--- src/rtl/commit_monitor_pkg.sv ---
// Shared types for the ROB retirement monitor: exception codes, FSM states, halt causes.
package commit_monitor_pkg;

  typedef enum logic [3:0] {
    INST_ADDR_MISALIGN  = 4'h0,
    INST_ACCESS_FAULT   = 4'h1,
    ILLEGAL_INST        = 4'h2,
    BREAKPOINT          = 4'h3,
    LOAD_ADDR_MISALIGN  = 4'h4,
    LOAD_ACCESS_FAULT   = 4'h5,
    STORE_ADDR_MISALIGN = 4'h6,
    STORE_ACCESS_FAULT  = 4'h7,
    ENV_CALL_U          = 4'h8,
    ENV_CALL_S          = 4'h9,
    NO_ERROR            = 4'ha,
    ENV_CALL_M          = 4'hb,
    INST_PAGE_FAULT     = 4'hc,
    LOAD_PAGE_FAULT     = 4'hd,
    HALTED_ON_WFI       = 4'he,
    STORE_PAGE_FAULT    = 4'hf
  } EXCEPTION_CODE;

  typedef enum logic [1:0] {MS_IDLE, MS_RUN, MS_DRAIN, MS_HALTED} MON_STATE;
  typedef enum logic [1:0] {HC_NONE, HC_ERROR, HC_WDOG, HC_EXT} HALT_CAUSE;

  localparam int NUM_EXC = 16;
  localparam logic [NUM_EXC-1:0] DEFAULT_ERR_IGNORE =
    (16'd1 << NO_ERROR) | (16'd1 << LOAD_ACCESS_FAULT);

endpackage

--- src/rtl/commit_monitor_if.sv ---
// ROB commit-port bundle observed by the retirement monitor.
interface commit_monitor_if #(
  parameter int WAYS    = 2,
  parameter int XLEN    = 32,
  parameter int NUM_EVT = 4
);
  import commit_monitor_pkg::*;

  logic [WAYS-1:0]           commit_valid;
  logic [WAYS-1:0][XLEN-1:0] commit_pc;
  EXCEPTION_CODE             error_status;
  logic [NUM_EVT-1:0]        evt_in;

  modport master (output commit_valid, commit_pc, error_status, evt_in);
  modport slave  (input  commit_valid, commit_pc, error_status, evt_in);

endinterface

--- src/rtl/commit_monitor_trace_buf.sv ---
// Circular buffer of the most recently retired PCs; valid ways are packed oldest-first.
module commit_trace_buf #(
  parameter int WAYS        = 2,
  parameter int XLEN        = 32,
  parameter int TRACE_DEPTH = 16,
  localparam int PTR_W      = $clog2(TRACE_DEPTH)
) (
  input  logic                      clk_i,
  input  logic                      rst_ni,
  input  logic                      we_i,
  input  logic [WAYS-1:0]           valid_i,
  input  logic [WAYS-1:0][XLEN-1:0] pc_i,
  input  logic [PTR_W-1:0]          rd_idx_i,
  output logic [XLEN-1:0]           rd_pc_o
);

  logic [TRACE_DEPTH-1:0][XLEN-1:0] mem_q;
  logic [PTR_W-1:0]                 wr_ptr_q, wr_ptr_d;
  logic [WAYS-1:0][PTR_W-1:0]       slot;

  // Each valid way takes the next free slot; the running pointer doubles as the slot rank.
  always_comb begin
    wr_ptr_d = wr_ptr_q;
    slot     = '0;
    for (int w = 0; w < WAYS; w++) begin
      slot[w] = wr_ptr_d;
      if (we_i && valid_i[w]) wr_ptr_d = wr_ptr_d + PTR_W'(1);
    end
  end

  always_ff @(posedge clk_i or negedge rst_ni) begin
    if (!rst_ni) begin
      wr_ptr_q <= '0;
      mem_q    <= '0;
    end else begin
      wr_ptr_q <= wr_ptr_d;
      for (int w = 0; w < WAYS; w++)
        if (we_i && valid_i[w]) mem_q[slot[w]] <= pc_i[w];
    end
  end

  assign rd_pc_o = mem_q[wr_ptr_q - PTR_W'(1) - rd_idx_i];

endmodule

--- src/rtl/commit_monitor.sv ---
// Retirement monitor: saturating perf counters, watchdog, error halt and dcache drain handshake.
// Optional PC trace buffer enabled with `define COMMIT_TRACE_EN.
module commit_monitor
  import commit_monitor_pkg::*;
#(
  parameter int                 WAYS            = 2,
  parameter int                 XLEN            = 32,
  parameter int                 CNT_W           = 32,
  parameter int                 NUM_EVT         = 4,
  parameter int                 WDOG_W          = 16,
  parameter logic [NUM_EXC-1:0] ERR_IGNORE_MASK = DEFAULT_ERR_IGNORE,
  parameter int                 TRACE_DEPTH     = 16,
  localparam int                IDX_W           = $clog2(TRACE_DEPTH)
) (
  input  logic                           clock,
  input  logic                           reset_n,
  input  logic                           start,
  input  logic                           clear,
  input  logic                           halt_req,
  commit_monitor_if.slave                cif,
  input  logic [WDOG_W-1:0]              wdog_limit,
  input  logic                           flush_ack,
  output logic                           flush_req,
  output logic [CNT_W-1:0]               cycle_cnt,
  output logic [CNT_W-1:0]               instr_cnt,
  output logic [NUM_EVT-1:0][CNT_W-1:0]  evt_cnt,
  output logic [XLEN-1:0]                last_pc,
  output MON_STATE                       state,
  output HALT_CAUSE                      halt_cause,
  output logic                           halted,
  input  logic [IDX_W-1:0]               trace_rd_idx,
  output logic [XLEN-1:0]                trace_rd_pc
);

  function automatic logic [CNT_W-1:0] sat_add(input logic [CNT_W-1:0] a,
                                               input logic [CNT_W-1:0] b);
    logic [CNT_W:0] sum;
    sum = {1'b0, a} + {1'b0, b};
    return sum[CNT_W] ? '1 : sum[CNT_W-1:0];
  endfunction

  function automatic logic [CNT_W-1:0] popcount(input logic [WAYS-1:0] v);
    logic [CNT_W-1:0] n;
    n = '0;
    for (int i = 0; i < WAYS; i++) n = n + CNT_W'(v[i]);
    return n;
  endfunction

  MON_STATE                      state_q, state_d;
  HALT_CAUSE                     cause_q, cause_d;
  logic                          flush_q, flush_d;
  logic [CNT_W-1:0]              cyc_q, cyc_d, ins_q, ins_d;
  logic [NUM_EVT-1:0][CNT_W-1:0] evt_q, evt_d;
  logic [WDOG_W-1:0]             idle_q, idle_d;
  logic [XLEN-1:0]               last_pc_q, last_pc_d;

  logic in_run, any_commit, err_hit, wdog_hit, clear_en;

  assign in_run     = (state_q == MS_RUN);
  assign any_commit = |cif.commit_valid;
  assign err_hit    = ~ERR_IGNORE_MASK[cif.error_status];
  // A retirement in the match cycle proves forward progress, so it vetoes the watchdog.
  assign wdog_hit   = (wdog_limit != '0) && (idle_q == wdog_limit) && !any_commit;
  assign clear_en   = clear && (state_q == MS_IDLE || in_run);

  always_comb begin
    state_d = state_q;
    cause_d = cause_q;
    flush_d = flush_q;
    unique case (state_q)
      MS_IDLE:  if (start) state_d = MS_RUN;
      MS_RUN: begin
        if (err_hit || wdog_hit || halt_req) begin
          state_d = MS_DRAIN;
          flush_d = 1'b1;
          cause_d = err_hit ? HC_ERROR : (wdog_hit ? HC_WDOG : HC_EXT);
        end
      end
      MS_DRAIN: begin
        if (flush_ack) begin
          state_d = MS_HALTED;
          flush_d = 1'b0;
        end
      end
      MS_HALTED: state_d = MS_HALTED;
      default:   state_d = MS_IDLE;
    endcase
  end

  always_comb begin
    cyc_d     = cyc_q;
    ins_d     = ins_q;
    evt_d     = evt_q;
    idle_d    = idle_q;
    last_pc_d = last_pc_q;
    if (clear_en) begin
      cyc_d  = '0;
      ins_d  = '0;
      evt_d  = '0;
      idle_d = '0;
    end else if (in_run) begin
      cyc_d = sat_add(cyc_q, CNT_W'(1));
      ins_d = sat_add(ins_q, popcount(cif.commit_valid));
      for (int i = 0; i < NUM_EVT; i++)
        evt_d[i] = sat_add(evt_q[i], CNT_W'(cif.evt_in[i]));
      if (any_commit)         idle_d = '0;
      else if (idle_q != '1)  idle_d = idle_q + WDOG_W'(1);
    end
    if (in_run)
      for (int w = 0; w < WAYS; w++)
        if (cif.commit_valid[w]) last_pc_d = cif.commit_pc[w];
  end

  always_ff @(posedge clock or negedge reset_n) begin
    if (!reset_n) begin
      state_q   <= MS_IDLE;
      cause_q   <= HC_NONE;
      flush_q   <= 1'b0;
      cyc_q     <= '0;
      ins_q     <= '0;
      evt_q     <= '0;
      idle_q    <= '0;
      last_pc_q <= '0;
    end else begin
      state_q   <= state_d;
      cause_q   <= cause_d;
      flush_q   <= flush_d;
      cyc_q     <= cyc_d;
      ins_q     <= ins_d;
      evt_q     <= evt_d;
      idle_q    <= idle_d;
      last_pc_q <= last_pc_d;
    end
  end

  assign state      = state_q;
  assign halt_cause = cause_q;
  assign flush_req  = flush_q;
  assign halted     = (state_q == MS_HALTED);
  assign cycle_cnt  = cyc_q;
  assign instr_cnt  = ins_q;
  assign evt_cnt    = evt_q;
  assign last_pc    = last_pc_q;

`ifdef COMMIT_TRACE_EN
  commit_trace_buf #(
    .WAYS       (WAYS),
    .XLEN       (XLEN),
    .TRACE_DEPTH(TRACE_DEPTH)
  ) u_trace (
    .clk_i   (clock),
    .rst_ni  (reset_n),
    .we_i    (in_run),
    .valid_i (cif.commit_valid),
    .pc_i    (cif.commit_pc),
    .rd_idx_i(trace_rd_idx),
    .rd_pc_o (trace_rd_pc)
  );
`else
  logic unused_trace_idx;
  assign unused_trace_idx = ^trace_rd_idx;
  assign trace_rd_pc      = '0;
`endif

endmodule
--- src/flat_wrapper.sv ---
// flat-port wrapper written by rule: the top's interface ports become plain ports
module commit_monitor_flat import commit_monitor_pkg::*;
#(
  parameter int                 WAYS            = 2,
  parameter int                 XLEN            = 32,
  parameter int                 CNT_W           = 32,
  parameter int                 NUM_EVT         = 4,
  parameter int                 WDOG_W          = 16,
  parameter logic [NUM_EXC-1:0] ERR_IGNORE_MASK = DEFAULT_ERR_IGNORE,
  parameter int                 TRACE_DEPTH     = 16,
  localparam int                IDX_W           = $clog2(TRACE_DEPTH)
)
  (clock, reset_n, start, clear, halt_req, wdog_limit, flush_ack, flush_req, cycle_cnt, instr_cnt, evt_cnt, last_pc, state, halt_cause, halted, trace_rd_idx, trace_rd_pc, cif_commit_valid, cif_commit_pc, cif_error_status, cif_evt_in);
  commit_monitor_if #(.WAYS(WAYS), .XLEN(XLEN), .NUM_EVT(NUM_EVT)) cif_i ();
  input  logic clock;
  input  logic reset_n;
  input  logic start;
  input  logic clear;
  input  logic halt_req;
  input  logic [WDOG_W-1:0] wdog_limit;
  input  logic flush_ack;
  output logic flush_req;
  output logic [CNT_W-1:0] cycle_cnt;
  output logic [CNT_W-1:0] instr_cnt;
  output logic [NUM_EVT-1:0][CNT_W-1:0] evt_cnt;
  output logic [XLEN-1:0] last_pc;
  output MON_STATE state;
  output HALT_CAUSE halt_cause;
  output logic halted;
  input  logic [IDX_W-1:0] trace_rd_idx;
  output logic [XLEN-1:0] trace_rd_pc;
  input wire logic [$bits(cif_i.commit_valid)-1:0] cif_commit_valid;
  input wire logic [$bits(cif_i.commit_pc)-1:0] cif_commit_pc;
  input wire logic [$bits(cif_i.error_status)-1:0] cif_error_status;
  input wire logic [$bits(cif_i.evt_in)-1:0] cif_evt_in;
  assign cif_i.commit_valid = cif_commit_valid;
  assign cif_i.commit_pc = cif_commit_pc;
  assign cif_i.error_status = cif_error_status;
  assign cif_i.evt_in = cif_evt_in;
  commit_monitor #(.WAYS(WAYS), .XLEN(XLEN), .CNT_W(CNT_W), .NUM_EVT(NUM_EVT), .WDOG_W(WDOG_W), .ERR_IGNORE_MASK(ERR_IGNORE_MASK), .TRACE_DEPTH(TRACE_DEPTH)) u_core (.clock(clock), .reset_n(reset_n), .start(start), .clear(clear), .halt_req(halt_req), .cif(cif_i), .wdog_limit(wdog_limit), .flush_ack(flush_ack), .flush_req(flush_req), .cycle_cnt(cycle_cnt), .instr_cnt(instr_cnt), .evt_cnt(evt_cnt), .last_pc(last_pc), .state(state), .halt_cause(halt_cause), .halted(halted), .trace_rd_idx(trace_rd_idx), .trace_rd_pc(trace_rd_pc));
endmodule
--- config.mk ---
export PLATFORM = sky130hd
export DESIGN_NAME = commit_monitor_flat
export DESIGN_NICKNAME = d
export VERILOG_FILES = /design/src/rtl/commit_monitor_pkg.sv /design/src/rtl/commit_monitor_if.sv /design/src/rtl/commit_monitor_trace_buf.sv /design/src/rtl/commit_monitor.sv /design/src/flat_wrapper.sv
export SDC_FILE = /design/constraint.sdc
export NUM_CORES = 1
export LEC_CHECK = 0
export CORE_MARGIN = 2
export CORE_UTILIZATION = 51
export CTS_CLUSTER_DIAMETER = 60
export DETAILED_ROUTE_END_ITERATION = 8
export PLACE_DENSITY = 0.82
export SYNTH_ARGS = -nofsm -noshare
export SYNTH_HDL_FRONTEND = slang
export SYNTH_SLANG_ARGS = --single-unit
--- constraint.sdc ---
create_clock -name clock -period 3.4 [get_ports clock]
set_input_delay 1.02 -clock clock [delete_from_list [all_inputs] [get_ports clock]]
set_output_delay 1.02 -clock clock [all_outputs]
set_load 0.1 [all_outputs]
==> metrics, run 1 <==
outcome=finished clean; Avg Inst Size Synth=8.44 um^2; largest cells by area after synthesis=dfrtp_1 (42%), o21ai_0 (5.3%), nand3_1 (4.5%), nand2_1 (4.4%), a21oi_1 (3.9%); R2R cell count=11; Synth-to-Final Area Change=31.0%; critical path required time=3.81 ns; IO Pins=362; final worst-path cycle share=91.0%; maximum fanout along the worst path=11; total CTS buffers=31; drt via density=6.35; CP bufs+invs=6; Syn Inst Count=1743; first drt pass iteration count=7; Worst Max-Slew Pin Slew=0.824 ns; GR Overflow Total=0; CP endpoint kind=flip-flop; sequential area share after synthesis=41.7%; GP Congestion=0.925; crit-path max cell delay=0.36 ns; share of cells above drive strength 1=19.5%; Synth area leader=dfrtp_1; FMAX=323 MHz; CTS Sinks=245; Final Max Slew Viols=0; Max H-tree Level=1; Hold Fails Final Rpt=0; fin crit period=3.09 ns; Syn. warnings=0; Post-Route Skew=0.0116 ns; Clock Path Buffers=3; largest net degree at the start of global routing=83; Post-DP HPWL=34.5 mm; initial antenna violation count=1; r2r endpoint=u_core.instr_cnt[19]; total wire length=49.0 mm; total power draw=7800 uW; Sequential Area=6130 um^2; CP dominant cell by count=buf_4; Multi-input gate area=7950 um^2; die height=174 um; number of synthesized flops with an enable pin=0; critical path startpoint category=primary input; Total GRT Usage=31.5%; most numerous cell in the Yosys netlist=dfrtp_1; max_slew headroom=44.6%; Filler cells=2253; CTS tree=done; Critical Path AT=3.51 ns; top_reg_cell synth=dfrtp_1; setup_tns=0 ns; clk slew on worst S/H paths=0.06 ns; RSZ-0062 raised after global routing=false; Yosys top cell area share=41.7%; Die Footprint=30200 um^2; Util after Layout=67.5%; ys async rst share=100%; number of global-route vias before repair=15000; Antenna Nets Post-Route=0; CP top delay family=simple AND/OR/NAND/NOR gates; pwr dens=405 nW/um^2; critical path class=in2reg; via count=15800; worst-path cell chain=buf_2 -> inv_4 -> ha_4 -> ha_4 -> inv_2 -> fa_2 -> nand4b_1 -> buf_4 -> buf_4 -> nor2_1 -> nand3_1 -> or3_1 -> buf_4 -> o311ai_0; Syn Std Cell Area=14700 um^2; drt initial violations=1363; first-pass GRT wire length=79.1 mm; max_cap viols=0; Hold Crit Class=in2async; reg-to-reg critical path startpoint=u_core.instr_cnt[0]; drt drc=0; die width=174 um; Initial Util=51.6%; Leakage Power=0.00875 uW; post-layout net count=2185; Finish-stage setup viols=0; VDD IR max=0.000368 V; flops & latches, synth=245; Synth top cells by count=dfrtp_1 (245), nand2_1 (173), o21ai_0 (157); WL/cell=19.8 um; reg-to-reg setup timing slack=0.79 ns; Skew-Pair Late Insertion Delay=0.56 ns; CP max-delay cell=fa_2; root buf cell=clkbuf_16; Netlist cell types=72; CORE AREA=28500 um^2; input/output buffers=325; Rows=62
## registers in the layout, indices dropped and copies added, names as in the netlist
name	count
u_core.instr_cnt	32
u_core.idle_q	16
u_core.evt_cnt	128
u_core.cycle_cnt	32
u_core.last_pc	32
u_core.flush_req	1
u_core.state	2
u_core.halt_cause	2
## how the worst max path moves through the flow
stage / startpoint / end / slack, ns / cells after the start
finish: cif_commit_valid[1] / u_core.instr_cnt[19] / 0.31 / 14
global route: cif_commit_valid[1] / u_core.instr_cnt[10] / 0.28 / 11
CTS: cif_commit_valid[0] / u_core.instr_cnt[3] / 0.01 / 13
detailed placement: cif_commit_valid[0] / u_core.instr_cnt[3] / -0.60 / 13
global placement: cif_commit_valid[0] / u_core.instr_cnt[3] / -0.49 / 13
floorplan: cif_commit_valid[1] / u_core.instr_cnt[10] / -0.29 / 12
## worst register-to-register path: stages, from the launching register on
cell and delay, ns:
dfrtp_1 0.43, ha_4 0.17, inv_2 0.04, fa_2 0.36, nand4b_1 0.22, buf_4 0.17, buf_4 0.13, nor2_1 0.15
nand3_1 0.11, or3_1 0.36, buf_4 0.19, o311ai_0 0.12
## where the power goes
group          internal [uW]  switching (uW)
logic                    272             884
clock network           2260            1340
registers               2990            65.4
total                   5520            2290
## cell families after synthesis
kind of cell / synth area share [%]
simple gates: 26.3
buf+inv: 5.78
other cells: 0.0255
xor+xnor: 0.952
fa+ha+maj: 1.33
mux: 3.41
flops: 41.7
compound gates: 20.5
## per-stage QoR
step	cells	cell area, um^2	setup slack (ns)	hold WS, ns
after floorplan	1774	14900	-0.287	0.496
after global placement	2419	18100	-0.492	0.488
after detailed placement	2419	18100	-0.596	0.504
after CTS	2476	19200	0.00951	0.453
after global routing	2479	19300	0.284	0.478
final	2480	19300	0.306	0.424
## routing by layer
metal / wire length, um / GRT usage (%)
met1: 19300 / 41.7
met2: 23000 / 50.6
met3: 4900 / 6.82
met4: 1850 / 12.7
met5: 0 / 0
## cell type report
cell class	instances	area share [%]
clock inverter	18	1.37
sequential	245	31.8
clock buffer	39	4.49
tap	384	2.49
multi-input combinational	1338	41.2
antenna	2	0.0260
timing repair buffer	404	17.6
inverter	50	0.987
## repair_timing
| item | CTS | global route |
|---|---|---|
| setup buffers | 0 | 2 |
| cloned | 0 | 0 |
| gates resized for setup | 2 | 6 |
| pin swaps | 0 | 5 |
| hold endpoints to repair | 0 | 0 |
| hold buffers | 0 | 0 |
| endpoints found under the setup margin | 2 | 19 |
## placed cells by master (no fill, tap or decap), types with 52 or more instances in the layout
cell type and instances:
buf_4 299, dfrtp_1 245, nand2_1 173, o21ai_0 156, nand3_1 131, a21oi_1 115, nor2_1 114, clkdlybuf4s50_1 92
nand4_1 62, nor3_1 57, a31oi_1 52
(Power assumes the default switching activity.)
==> inputs of run 2 (changes only) <==
--- a/config.mk
+++ b/config.mk
@@ -10,6 +10,7 @@
 export CTS_CLUSTER_DIAMETER = 60
 export DETAILED_ROUTE_END_ITERATION = 8
 export PLACE_DENSITY = 0.82
+export SKIP_CTS_REPAIR_TIMING = 1
 export SYNTH_ARGS = -nofsm -noshare
 export SYNTH_HDL_FRONTEND = slang
 export SYNTH_SLANG_ARGS = --single-unit
==> run 2 against run 1 <==
Effect of this change: cell area about the same; routed wire length about the same; clock-buffer cell count unchanged; clock power about the same; clock skew increased by 0.0033 ns; non-clock buffer count decreased by 1; global-route usage about the same; sequential power about the same; die area unchanged; critical path type unchanged; critical endpoint is now u_core.instr_cnt[10].
==> metrics, run 2 (synthesized netlist as in run 1, its figures left out) <==
Die Footprint=30200 um^2; max_slew headroom=44.5%; CTS tree=done; Finish-stage setup viols=0; Rows=62; first drt pass iteration count=7; worst-path cell chain=buf_2 -> inv_4 -> ha_4 -> ha_4 -> inv_2 -> fa_2 -> nand4b_1 -> or3_4 -> or4_4 -> and4_1 -> nor3_1; initial antenna violation count=1; Max H-tree Level=1; fin crit period=3.09 ns; Initial Util=51.6%; CP dominant cell by count=ha_4; drt drc=0; Sw Ratio=29.3%; input/output buffers=325; clk slew on worst S/H paths=0.06 ns; commonest cells after routing, fill and taps aside=buf_4 (298), dfrtp_1 (245), nand2_1 (173); CP max-delay cell=or4_4; GP Congestion=0.925; critical path startpoint category=primary input; critical path required time=3.86 ns; IO Pins=362; commonest non-fill, non-tap cell in the layout=buf_4; Worst Max-Slew Pin Slew=0.825 ns; CP endpoint kind=flip-flop; Hold Crit Class=in2async; Hold Fails Final Rpt=0; smallest hold slack=0.423 ns; Clock Path Buffers=3; Util after Layout=67.5%; combinational power share=14.8%; die height=174 um; drt via density=6.34; Total GRT Usage=31.5%; die width=174 um; Int Pwr=5520 uW; largest net degree at the start of global routing=83; crit-path max cell delay=0.56 ns; WL/cell=19.8 um; Synth-to-Final Area Change=30.9%; CTS Sinks=245; final worst-path cycle share=90.8%; Post-DP HPWL=34.5 mm; RSZ-0062 raised after global routing=false; total CTS buffers=31; GR Overflow Total=0; sw power=2290 uW; share of cells above drive strength 1=19.4%; Antenna Nets Post-Route=0; CORE AREA=28500 um^2; total power draw=7810 uW; sequential power share=39.1%; Finished Cell Area=19300 um^2; drt initial violations=1412; clock network power share=46.1%; Critical Path AT=3.55 ns; number of global-route vias before repair=14900; max reg flops=128; Post-Route Skew=0.0149 ns; outcome=finished clean; Skew-Pair Late Insertion Delay=0.56 ns; root buf cell=clkbuf_16; pwr dens=405 nW/um^2; total wire length=49.0 mm; first-pass GRT wire length=79.1 mm; via count=15700; Leakage Power=0.00874 uW; Post-DP Area=18100 um^2; Final Max Slew Viols=0; max_cap viols=0; VDD IR max=0.000370 V; post-layout net count=2184; maximum fanout along the worst path=5; critical path class=in2reg; FMAX=324 MHz
## run 2: layout make-up
| cell class | count | area, um^2 |
|---|---|---|
| fill | 2253 | 9290 |
| sequential | 245 | 6130 |
| tap | 384 | 480 |
| antenna | 2 | 5.00 |
| multi-input combinational | 1338 | 7940 |
| inverter | 50 | 190 |
| clock buffer | 39 | 866 |
| clock inverter | 18 | 264 |
| timing repair buffer | 403 | 3380 |
## run 2: path summary, 6_finish.rpt
path / from / endpoint / slack, ns / cells after the start
worst max-delay path: cif_commit_valid[1] / u_core.instr_cnt[10] / 0.31 / 11
worst min-delay path: reset_n / u_core.idle_q[0] / 0.42 / 1
worst max register to register: u_core.instr_cnt[0] / u_core.instr_cnt[10] / 0.79 / 8
worst min register to register: u_core.evt_cnt[64] / u_core.evt_cnt[64] / 0.53 / 2
max in group asynchronous: reset_n / u_core.last_pc[1] / 2.15 / 2
min in group clock: u_core.evt_cnt[64] / u_core.evt_cnt[64] / 0.53 / 2
## run 2: power by group through the flow
stage,Combinational (uW),Clock [uW],Sequential (uW)
floorplan,323,0,3610
CTS,1160,3630,3050
finish,1160,3600,3050
detailed placement,1160,0,3100
global route,1210,3740,3060
global placement,1150,0,3100
## run 2: metrics by stage
| step | setup WS (ns) | instances | setup TNS, ns |
|---|---|---|---|
| floorplan | -0.287 | 1774 | -4.44 |
| global placement | -0.492 | 2419 | -11.64 |
| detailed placement | -0.596 | 2419 | -13.70 |
| CTS | -0.0279 | 2476 | -0.0484 |
| global route | 0.253 | 2478 | 0 |
| finish | 0.313 | 2479 | 0 |
## run 2: per-layer routing
layer / wire length (um) / vias to the layer above / global-route usage [%]
li1: - / 7132 / -
met1: 19300 / 7571 / 41.7
met2: 22900 / 886 / 50.6
met3: 5030 / 132 / 6.67
met4: 1800 / 0 / 12.5
met5: 0 / - / 0
## run 2: critical path: cells and delay by family
kind / cells / cell delay [ns]
buffers and inverters: 3 / 0.26
AND/OR/NAND/NOR: 5 / 1.51
adder cells (fa/ha/maj): 3 / 0.76
==> inputs of run 3 (changes only) <==
--- a/config.mk
+++ b/config.mk
@@ -5,9 +5,8 @@
 export SDC_FILE = /design/constraint.sdc
 export NUM_CORES = 1
 export LEC_CHECK = 0
-export CORE_MARGIN = 2
 export CORE_UTILIZATION = 51
-export CTS_CLUSTER_DIAMETER = 60
+export CTS_CLUSTER_DIAMETER = 50
 export DETAILED_ROUTE_END_ITERATION = 8
 export PLACE_DENSITY = 0.82
 export SKIP_CTS_REPAIR_TIMING = 1
==> run 3 against run 2 <==
Effect of this change: critical path depth is 2 higher; highest routed layer unchanged; die area decreased by 2.3%; first-iteration DRC count down 11%; register-to-register slack got worse by 0.05 ns; clock power grew 5.6%; sequential share of layout area is 0.18 points lower; power is 2.7% higher; cell area rose by 0.56%.
==> metrics, run 3 (synthesized netlist as in run 1, its figures left out) <==
Hold Crit Class=in2async; Clock Path Buffers=3; Finish-stage setup viols=0; final non-filler cell total=2486; VDD IR max=0.000314 V; final worst-path cycle share=96.9%; GR Overflow Total=0; commonest non-fill, non-tap cell in the layout=buf_4; Final Max Slew Viols=0; fin crit period=3.30 ns; number of global-route vias before repair=14700; max reg flops=128; pwr dens=414 nW/um^2; Filler cells=2225; CP endpoint kind=flip-flop; outcome=finished clean; first drt pass iteration count=8; total CTS buffers=35; Antenna Nets Post-Route=0; Initial Util=52.4%; Worst Max-Slew Pin Slew=0.958 ns; drt via density=6.27; total power draw=8020 uW; share of cells above drive strength 1=19.6%; die width=172 um; Skew-Pair Late Insertion Delay=0.53 ns; setup ws final=0.105 ns; CP bufs+invs=5; die height=172 um; Synth-to-Final Area Change=31.6%; input/output buffers=325; Hold Fails Final Rpt=0; CP top delay family=simple AND/OR/NAND/NOR gates; initial antenna violation count=1; CORE AREA=28100 um^2; Leakage Power=0.00880 uW; max_slew headroom=35.6%; Post-DP HPWL=34.4 mm; total wire length=49.2 mm; Die Footprint=29500 um^2; Total GRT Usage=32.7%; Post-Route Skew=0.0252 ns; Critical Path AT=3.71 ns; max_cap viols=0; IO Pins=362; CP max-delay cell=fa_2; critical path class=in2reg; drt drc=0; CTS Sinks=245; drt initial violations=1258; via count=15600; Max H-tree Level=2; worst-path cell chain=dlymetal6s2s_1 -> inv_1 -> ha_4 -> ha_4 -> inv_2 -> fa_2 -> nand4b_1 -> or3_4 -> buf_4 -> nor4_1 -> buf_4 -> o21ai_0 -> a211oi_1; largest net degree at the start of global routing=84; RSZ-0062 raised after global routing=false; Placed Cells=2421; critical path required time=3.81 ns; first-pass GRT wire length=76.9 mm; FMAX=303 MHz; crit-path max cell delay=0.36 ns; maximum fanout along the worst path=6; commonest cells after routing, fill and taps aside=buf_4 (306), dfrtp_1 (245), nand2_1 (173); root buf cell=clkbuf_16; critical path startpoint category=primary input; GP Congestion=0.938; smallest hold slack=0.485 ns; Rows=61; setup_tns=0 ns; clk slew on worst S/H paths=0.06 ns; WL/cell=19.8 um; pre-CTS setup slack=-0.767 ns; post-layout net count=2195; CTS tree=done
==> run 3: changes by cell type in the layout (fill, tap and decap cells not counted), moves of 2 or more <==
cell / previous run / this run
inv_8: 0 / 2
clkbuf_16: 31 / 36
inv_6: 4 / 2
clkinv_4: 1 / 4
o21ai_0: 155 / 157
clkbuf_8: 6 / 4
buf_4: 298 / 306
clkinv_2: 5 / 2
bufinv_16: 6 / 4
clkbuf_1: 2 / 7
o21ai_1: 3 / 1
==> run 3: through the flow <==
step | util, % | area (um^2)
2_1_floorplan | - | 14900
3_3_place_gp | 64.6 | 18100
3_5_place_dp | 64.6 | 18100
4_1_cts | 68.9 | 19400
5_1_grt | 69.0 | 19400
6_report | 69.0 | 19400
==> run 3: final cells by class <==
type                       instances  area (um^2)  area share [%]
antenna                            1         2.50          0.0129
clock buffer                      47          982            5.07
clock inverter                    17          236            1.22
inverter                          50          190           0.982
multi-input combinational       1338         7920            40.9
sequential                       245         6130            31.7
tap                              378          473            2.44
timing repair buffer             410         3430            17.7
==> run 3: final timing paths <==
| check | from | endpoint | slack [ns] | depth (start not counted) |
|---|---|---|---|---|
| worst max-delay path | cif_commit_valid[0] | u_core.instr_cnt[3] | 0.10 | 13 |
| worst min-delay path | reset_n | u_core.evt_cnt[34] | 0.49 | 1 |
| worst max register to register | u_core.instr_cnt[0] | u_core.instr_cnt[3] | 0.74 | 10 |
| worst min register to register | u_core.evt_cnt[64] | u_core.evt_cnt[64] | 0.51 | 2 |
| max in group asynchronous | reset_n | u_core.evt_cnt[24] | 2.02 | 2 |
| min in group clock | u_core.evt_cnt[64] | u_core.evt_cnt[64] | 0.51 | 2 |
==> run 3: layer usage <==
layer	part of all wire [%]	vias up	global-route usage, %
met5	0	-	0
met4	3.7	0	14.9
met3	9.9	122	7.26
met2	47	799	54.4
met1	39	7526	40.6
li1	-	7141	-
==> run 3: report_power, final <==
part,leakage [uW],internal [uW],switching [uW]
clock network,0.000590,2370,1430
logic,0.00493,274,891
registers,0.00328,2990,66.1
total,0.00880,5630,2390
==> run 3: worst reg2reg max path, cell delays in order (launching register included) <==
cell,delay [ns]
dfrtp_1,0.45
ha_4,0.17
inv_2,0.04
fa_2,0.36
nand4b_1,0.22
or3_4,0.36
buf_4,0.15
nor4_1,0.22
buf_4,0.21
o21ai_0,0.10
a211oi_1,0.27
